[src/rtl/hack_cpu_pkg.sv]
// Shared types and instruction-field positions for the multi-cycle-memory Hack core.
package hack_cpu_pkg;

   typedef enum logic [1:0] {
      FETCH   = 2'd0,
      EXEC    = 2'd1,
      RD_WAIT = 2'd2,
      WR_WAIT = 2'd3
   } state_t;

   localparam int unsigned INST_W    = 16;
   localparam int unsigned WORD_W    = 32;
   localparam int unsigned BIT_CINST = 15;
   localparam int unsigned BIT_AM    = 12;
   localparam int unsigned ALU_FN_HI = 11;
   localparam int unsigned ALU_FN_LO = 6;
   localparam int unsigned DEST_HI   = 5;
   localparam int unsigned DEST_LO   = 3;
   localparam int unsigned JUMP_HI   = 2;
   localparam int unsigned JUMP_LO   = 0;

   // Standard Hack ALU control bits, msb first
   typedef struct packed {
      logic zx;
      logic nx;
      logic zy;
      logic ny;
      logic f;
      logic no;
   } alu_fn_t;

   typedef struct packed {
      logic a;
      logic d;
      logic m;
   } dest_t;

   typedef struct packed {
      logic lt;
      logic eq;
      logic gt;
   } jump_t;

   // Jump condition against the ALU result flags
   function automatic logic jump_taken(input jump_t j, input logic zr, input logic ng);
      return (j.lt & ng) | (j.eq & zr) | (j.gt & ~zr & ~ng);
   endfunction

endpackage

[src/rtl/hack_alu16.sv]
// Combinational 16-bit Hack ALU with zero and negative flags.
module hack_alu16
   import hack_cpu_pkg::*;
(
   input  logic [15:0] x,
   input  logic [15:0] y,
   input  logic [5:0]  fn,
   output logic [15:0] res_c,
   output logic        zr_c,
   output logic        ng_c
);

   alu_fn_t     ctl;
   logic [15:0] x_z;
   logic [15:0] x_n;
   logic [15:0] y_z;
   logic [15:0] y_n;
   logic [15:0] f_out;

   // Zero/negate each operand, add or and, optionally negate the result
   always_comb begin
      ctl   = fn;
      x_z   = ctl.zx ? 16'h0000 : x;
      x_n   = ctl.nx ? ~x_z : x_z;
      y_z   = ctl.zy ? 16'h0000 : y;
      y_n   = ctl.ny ? ~y_z : y_z;
      f_out = ctl.f ? (x_n + y_n) : (x_n & y_n);
      res_c = ctl.no ? ~f_out : f_out;
      zr_c  = (res_c == 16'h0000);
      ng_c  = res_c[15];
   end

endmodule

[src/rtl/hack_cpu_mw.sv]
// Hack core executing packed 32-bit fetch words over valid/ready instruction
// and data memories, with a one-entry fetch buffer.
// Build option: define CPU_DUAL_ISSUE_EN to pair an A-instruction in slot0
// with a C-instruction in slot1 and retire both in one step.
module hack_cpu_mw
   import hack_cpu_pkg::*;
#(
   parameter int unsigned PC_WIDTH = 12,
   parameter int unsigned DATA_AW  = 15
)(
   input  logic                clk,
   input  logic                reset,
   output logic                inst_req,
   output logic [PC_WIDTH-2:0] inst_addr,
   input  logic                inst_valid,
   input  logic [WORD_W-1:0]   inst,
   output logic                read_m,
   input  logic                m_rvalid,
   input  logic [INST_W-1:0]   in_m,
   output logic                write_m,
   input  logic                m_wready,
   output logic [INST_W-1:0]   out_m,
   output logic [DATA_AW-1:0]  data_addr
);

   state_t                state;
   logic [PC_WIDTH-1:0]   pc;
   logic [INST_W-1:0]     a_reg;
   logic [INST_W-1:0]     d_reg;
   logic [WORD_W-1:0]     fbuf;
   logic [PC_WIDTH-2:0]   fbuf_tag;
   logic                  fbuf_valid;

   logic [INST_W-1:0]     slot0;
   logic [INST_W-1:0]     slot1;
   logic [INST_W-1:0]     cur;
   logic                  dual;
   logic                  is_c;
   logic                  y_is_m;
   logic                  dest_m;
   dest_t                 dest;
   jump_t                 jmp;
   logic [5:0]            fn_bits;
   logic [INST_W-1:0]     a_eff;
   logic [INST_W-1:0]     alu_y;
   logic [INST_W-1:0]     alu_res;
   logic                  alu_zr;
   logic                  alu_ng;
   logic [INST_W-1:0]     res;
   logic                  res_zr;
   logic                  res_ng;
   logic                  jump;
   logic [PC_WIDTH-1:0]   pc_inc;
   logic [PC_WIDTH-1:0]   new_pc;
   logic [INST_W-1:0]     new_a;
   logic [INST_W-1:0]     new_d;
   logic                  buf_hit;
   logic                  retire;

   hack_alu16 u_alu (
      .x     (d_reg),
      .y     (alu_y),
      .fn    (fn_bits),
      .res_c (alu_res),
      .zr_c  (alu_zr),
      .ng_c  (alu_ng)
   );

   // Decode the executing slot and precompute the retirement results
   always_comb begin
      slot0 = fbuf[INST_W-1:0];
      slot1 = fbuf[WORD_W-1:INST_W];
`ifdef CPU_DUAL_ISSUE_EN
      dual  = ~pc[0] & ~slot0[BIT_CINST] & slot1[BIT_CINST];
`else
      dual  = 1'b0;
`endif
      cur     = (dual | pc[0]) ? slot1 : slot0;
      // In a pair the slot0 immediate is the A the C-instruction sees
      a_eff   = dual ? {1'b0, slot0[BIT_CINST-1:0]} : a_reg;
      is_c    = cur[BIT_CINST];
      fn_bits = cur[ALU_FN_HI:ALU_FN_LO];
      dest    = cur[DEST_HI:DEST_LO];
      jmp     = cur[JUMP_HI:JUMP_LO];
      y_is_m  = is_c & cur[BIT_AM];
      dest_m  = is_c & dest.m;
      alu_y   = cur[BIT_AM] ? in_m : a_eff;

      // While a write is pending the read operand is gone; out_m holds the result
      if (state == WR_WAIT) begin
         res    = out_m;
         res_zr = (out_m == 16'h0000);
         res_ng = out_m[INST_W-1];
      end else begin
         res    = alu_res;
         res_zr = alu_zr;
         res_ng = alu_ng;
      end

      jump    = is_c & jump_taken(jmp, res_zr, res_ng);
      pc_inc  = dual ? PC_WIDTH'(2) : PC_WIDTH'(1);
      new_pc  = jump ? a_eff[PC_WIDTH-1:0] : (pc + pc_inc);
      new_a   = ~is_c ? {1'b0, cur[BIT_CINST-1:0]} : (dest.a ? res : a_eff);
      new_d   = (is_c & dest.d) ? res : d_reg;
      buf_hit = fbuf_valid & (new_pc[PC_WIDTH-1:1] == fbuf_tag);

      retire  = ((state == EXEC)    & ~y_is_m & ~dest_m)
              | ((state == RD_WAIT) & read_m & m_rvalid & ~dest_m)
              | ((state == WR_WAIT) & write_m & m_wready);
   end

   // Control FSM with registered memory handshakes and architectural state
   always_ff @(posedge clk or posedge reset) begin
      if (reset) begin
         state      <= FETCH;
         pc         <= '0;
         a_reg      <= '0;
         d_reg      <= '0;
         fbuf       <= '0;
         fbuf_tag   <= '0;
         fbuf_valid <= 1'b0;
         inst_req   <= 1'b0;
         inst_addr  <= '0;
         read_m     <= 1'b0;
         write_m    <= 1'b0;
         out_m      <= '0;
         data_addr  <= '0;
      end else begin
         case (state)
            FETCH: begin
               if (!inst_req) begin
                  inst_req  <= 1'b1;
                  inst_addr <= pc[PC_WIDTH-1:1];
               end else if (inst_valid) begin
                  inst_req   <= 1'b0;
                  fbuf       <= inst;
                  fbuf_tag   <= inst_addr;
                  fbuf_valid <= 1'b1;
                  state      <= EXEC;
               end
            end
            EXEC: begin
               if (y_is_m) begin
                  read_m    <= 1'b1;
                  data_addr <= a_eff[DATA_AW-1:0];
                  state     <= RD_WAIT;
               end else if (dest_m) begin
                  out_m     <= alu_res;
                  write_m   <= 1'b1;
                  data_addr <= a_eff[DATA_AW-1:0];
                  state     <= WR_WAIT;
               end
            end
            RD_WAIT: begin
               if (read_m && m_rvalid) begin
                  read_m <= 1'b0;
                  if (dest_m) begin
                     out_m   <= alu_res;
                     write_m <= 1'b1;
                     state   <= WR_WAIT;
                  end
               end
            end
            WR_WAIT: begin
               if (write_m && m_wready) begin
                  write_m <= 1'b0;
               end
            end
            default: state <= FETCH;
         endcase

         if (retire) begin
            a_reg <= new_a;
            d_reg <= new_d;
            pc    <= new_pc;
            if (buf_hit) begin
               state <= EXEC;
            end else begin
               state     <= FETCH;
               inst_req  <= 1'b1;
               inst_addr <= new_pc[PC_WIDTH-1:1];
            end
         end
      end
   end

endmodule
[config.mk]
export PLATFORM = sky130hd
export DESIGN_NAME = hack_cpu_mw
export DESIGN_NICKNAME = d
export VERILOG_FILES = /design/src/rtl/hack_cpu_pkg.sv /design/src/rtl/hack_alu16.sv /design/src/rtl/hack_cpu_mw.sv
export SDC_FILE = /design/constraint.sdc
export NUM_CORES = 1
export LEC_CHECK = 0
export BUFFER_PORTS_ARGS = -buffer_cell sky130_fd_sc_hd__buf_2
export CAP_MARGIN = 20
export CORE_ASPECT_RATIO = 2
export CORE_MARGIN = 2
export CORE_UTILIZATION = 45
export CTS_CLUSTER_DIAMETER = 40
export DETAILED_ROUTE_END_ITERATION = 8
export GPL_TIMING_DRIVEN = 0
export PLACE_DENSITY = 0.67
export SYNTH_ARGS = -nofsm -noshare
export SYNTH_HDL_FRONTEND = slang
export SYNTH_SLANG_ARGS = --single-unit
[constraint.sdc]
create_clock -name clk -period 6.7 [get_ports clk]
set_clock_uncertainty 0.1 [all_clocks]
set_input_delay 0.67 -clock clk [delete_from_list [all_inputs] [get_ports clk]]
set_output_delay 0.67 -clock clk [all_outputs]
set_load 0.1 [all_outputs]
==> run summary <==
CTS
- clock-pin transition on the worst setup and hold timing paths: 0.06 ns
- clock insertion delay at the later pin of the skew report: 0.43 ns
- number of buffers between clock root and the deepest sink: 2
- number of CTS-inserted buffers: 17
- clock net sink count: 135
- number of H-tree branching levels: 4
- clk root buf: clkbuf_16
- post-cts hold buffer count: 0
- CTS tree: done

Setup path
- maximum net fanout on the critical path: 15
- Data arrival, critical path: 6.61 ns
- element type at the critical path end: register
- required time worst endpoint: 6.89 ns
- WS Path Type: register to register
- startpoint type of the worst setup path: register

Placement
- routability congestion estimate from global placement: 0.925
- area post-placement: 9290 sq um
- half-perimeter wire length after detailed placement: 21.5 mm
- count of port buffers added during placement: 97

Finish
- Area Overhead vs Synth: 17.7%
- most frequent cells in the layout: nand2_1 (150), dfrtp_1 (135), buf_2 (102), mux2_2 (73), o21ai_0 (63)
- share of cells above drive strength 1: 23.7%
- most common cell after layout, fill and taps aside: nand2_1
- number of nets at the end of the flow: 1097
- register containing the most flip-flops in the final layout: fbuf
- final standard cell utilization of the core: 53.6%
- flip-flop count of the largest register, all copies and words added: 32
- area of all placed cells without fillers: 9990 sq um
- number of antenna repair diodes: 0

Logic synthesis
- instance count of the mapped netlist: 900
- mean instance size in the synthesized netlist: 9.43 sq um
- area share of the largest cell type after synthesis: 39.8%
- synthesized net count: 976
- #FFs+latches synth: 135
- Synth async-reset ratio: 100%
- largest cells by area after synthesis: dfrtp_1 (40%), mux2_2 (9.7%), nand2_1 (6.6%)
- primary flip-flop cell chosen by synthesis mapping: dfrtp_1
- EDFF count, synth: 0
- number of warnings reported in the yosys synthesis log: 0
- synthesized area: 8490 sq um
- leading area contributor after synthesis: dfrtp_1
- portion of the post-synthesis area used by sequential elements: 39.8%
- number of distinct standard cells referenced by the synthesized netlist: 70

Routing
- via-per-instance ratio: 5.89
- Routed Antenna Nets: 0
- routed wire length per instance: 21.8 microns
- via count: 7371
- initial drt markers: 414
- met2 WL: 14.8 mm
- total length of routed met3 wires: 954 microns
- highest signal layer in the routed design: met4
- final WL: 27.2 mm
- wire length on met1: 9.04 mm
- remaining design rule violation count: 0
- number of iterations in the first detailed-routing pass: 5

Global routing
- final global-route overflow total: 0
- wire length of the first global-routing pass: 42.0 mm
- vias in the first global route: 7534
- maximum number of pins on one net before global-route repair: 99
- initial antenna violation count: 0
- GRT Resource Usage Total: 28.3%

Floorplan
- total core area: 18700 sq um
- die width: 101 microns
- overall die height: 198 microns
- effective utilization at floorplan: 45.5%
- area of the die: 20100 sq um
- Placement Rows: 71
- Top-Level Pins: 98

Timing
- post-layout minimum cycle time: 6.41 ns
- slew at the pin closest to its max-slew limit: 0.808 ns
- final setup violation count: 0
- f_max: 156 MHz
- sum of negative setup slack: 0 ns
- setup repair after global routing missed its margin: false
- final max-slew violation count: 0
- relative max-transition margin: 46.1%
- final critical-path share of the clock period: 95.7%
- count of final hold-check violations: 0

Job
- number of maximum-capacitance constraint violations: 0

Min path
- Tightest Hold Check Type: input port to async pin

Status
- run status: completed

==> path summary, 6_finish.rpt <==
check,start,slack [ns],to,depth (start not counted)
max in group asynchronous,reset,5.54,pc[4]$_DFFE_PP0N_,3
setup / recovery,pc[0]$_DFFE_PP0N_,0.29,inst_addr[8]$_DFF_PP0_,23
min in group clk,inst[21],0.37,fbuf[21]$_DFFE_PP0P_,2
hold reg to reg,data_addr[9]$_DFFE_PP0P_,0.37,data_addr[9]$_DFFE_PP0P_,2
hold / removal,reset,0.13,fbuf[4]$_DFFE_PP0P_,2
setup reg to reg,pc[0]$_DFFE_PP0N_,0.29,inst_addr[8]$_DFF_PP0_,23
==> area by class of cell <==
cell class                      instances  area (sq um)
Fill cell                            1781          8660
Multi-Input combinational cell        703          4940
Sequential cell                       135          3380
Timing Repair Buffer                  104           556
Clock buffer                           23           478
Tap cell                              219           274
Buffer                                 44           203
Clock inverter                          8          97.6
Inverter                               16          65.1
==> metal layers <==
metal | up-vias | GRT usage, %
met4 | 0 | 23.7
li1 | 3459 | -
met3 | 116 | 3.74
met1 | 3535 | 27.3
met2 | 261 | 51.3
met5 | - | 0
==> what timing repair did <==
action,CTS,global route
setup buffers,3,2
endpoints found under the setup margin,25,19
pin swaps,1,2
gates resized for setup,15,9
==> synthesized netlist by cell type, types with 15 or more instances <==
| master | instances |
|---|---|
| nand2_1 | 150 |
| dfrtp_1 | 135 |
| mux2_2 | 73 |
| o21ai_0 | 64 |
| a21oi_1 | 58 |
| mux2i_1 | 50 |
| xnor2_1 | 42 |
| nor2_1 | 39 |
| clkbuf_1 | 36 |
| xor2_1 | 26 |
| nand3_1 | 23 |
| ha_1 | 22 |
| inv_1 | 15 |
==> cell families (layout without fill, tap and decap cells) <==
| group | after synthesis | in the layout | synth area share (%) |
|---|---|---|---|
| AOI/OAI and AO/OA | 203 | 203 | 15.2 |
| buffers and inverters | 62 | 195 | 3.05 |
| muxes | 126 | 126 | 16.2 |
| adders and majority gates | 23 | 23 | 3.48 |
| xor gates and xnor gates | 68 | 68 | 7.01 |
| DFF | 135 | 135 | 39.8 |
| and+or+nand+nor | 283 | 283 | 15.3 |
==> worst max-delay path, stage by stage (launching register included) <==
cell	delay, ns
dfrtp_1	0.35
buf_4	0.28
buf_6	0.23
mux2_2	0.45
buf_1	0.25
a21oi_2	0.20
xnor2_2	0.16
fa_1	0.47
a21o_1	0.23
a221oi_4	0.25
buf_4	0.20
nor3_1	0.08
o31a_1	0.25
o31ai_2	0.33
mux2i_2	0.42
a2111oi_4	0.10
and4_1	0.25
buf_4	0.15
nor2_2	0.25
o21ai_1	0.16
and2_1	0.25
o41a_1	0.47
buf_4	0.22
mux2i_1	0.13
==> per-stage QoR <==
stage	hold slack, ns	std cells	setup WS [ns]
3_5_place_dp	0.366	1218	-1.71
6_report	0.134	1252	0.288
5_1_grt	0.162	1252	0.0139
3_3_place_gp	0.364	1216	-1.74
4_1_cts	0.143	1251	0.0571
2_1_floorplan	0.350	900	0.221
Power is left out: the tool's default activity adds up to more than one toggle a clock period on the data nets, which glitch-free logic cannot reach.
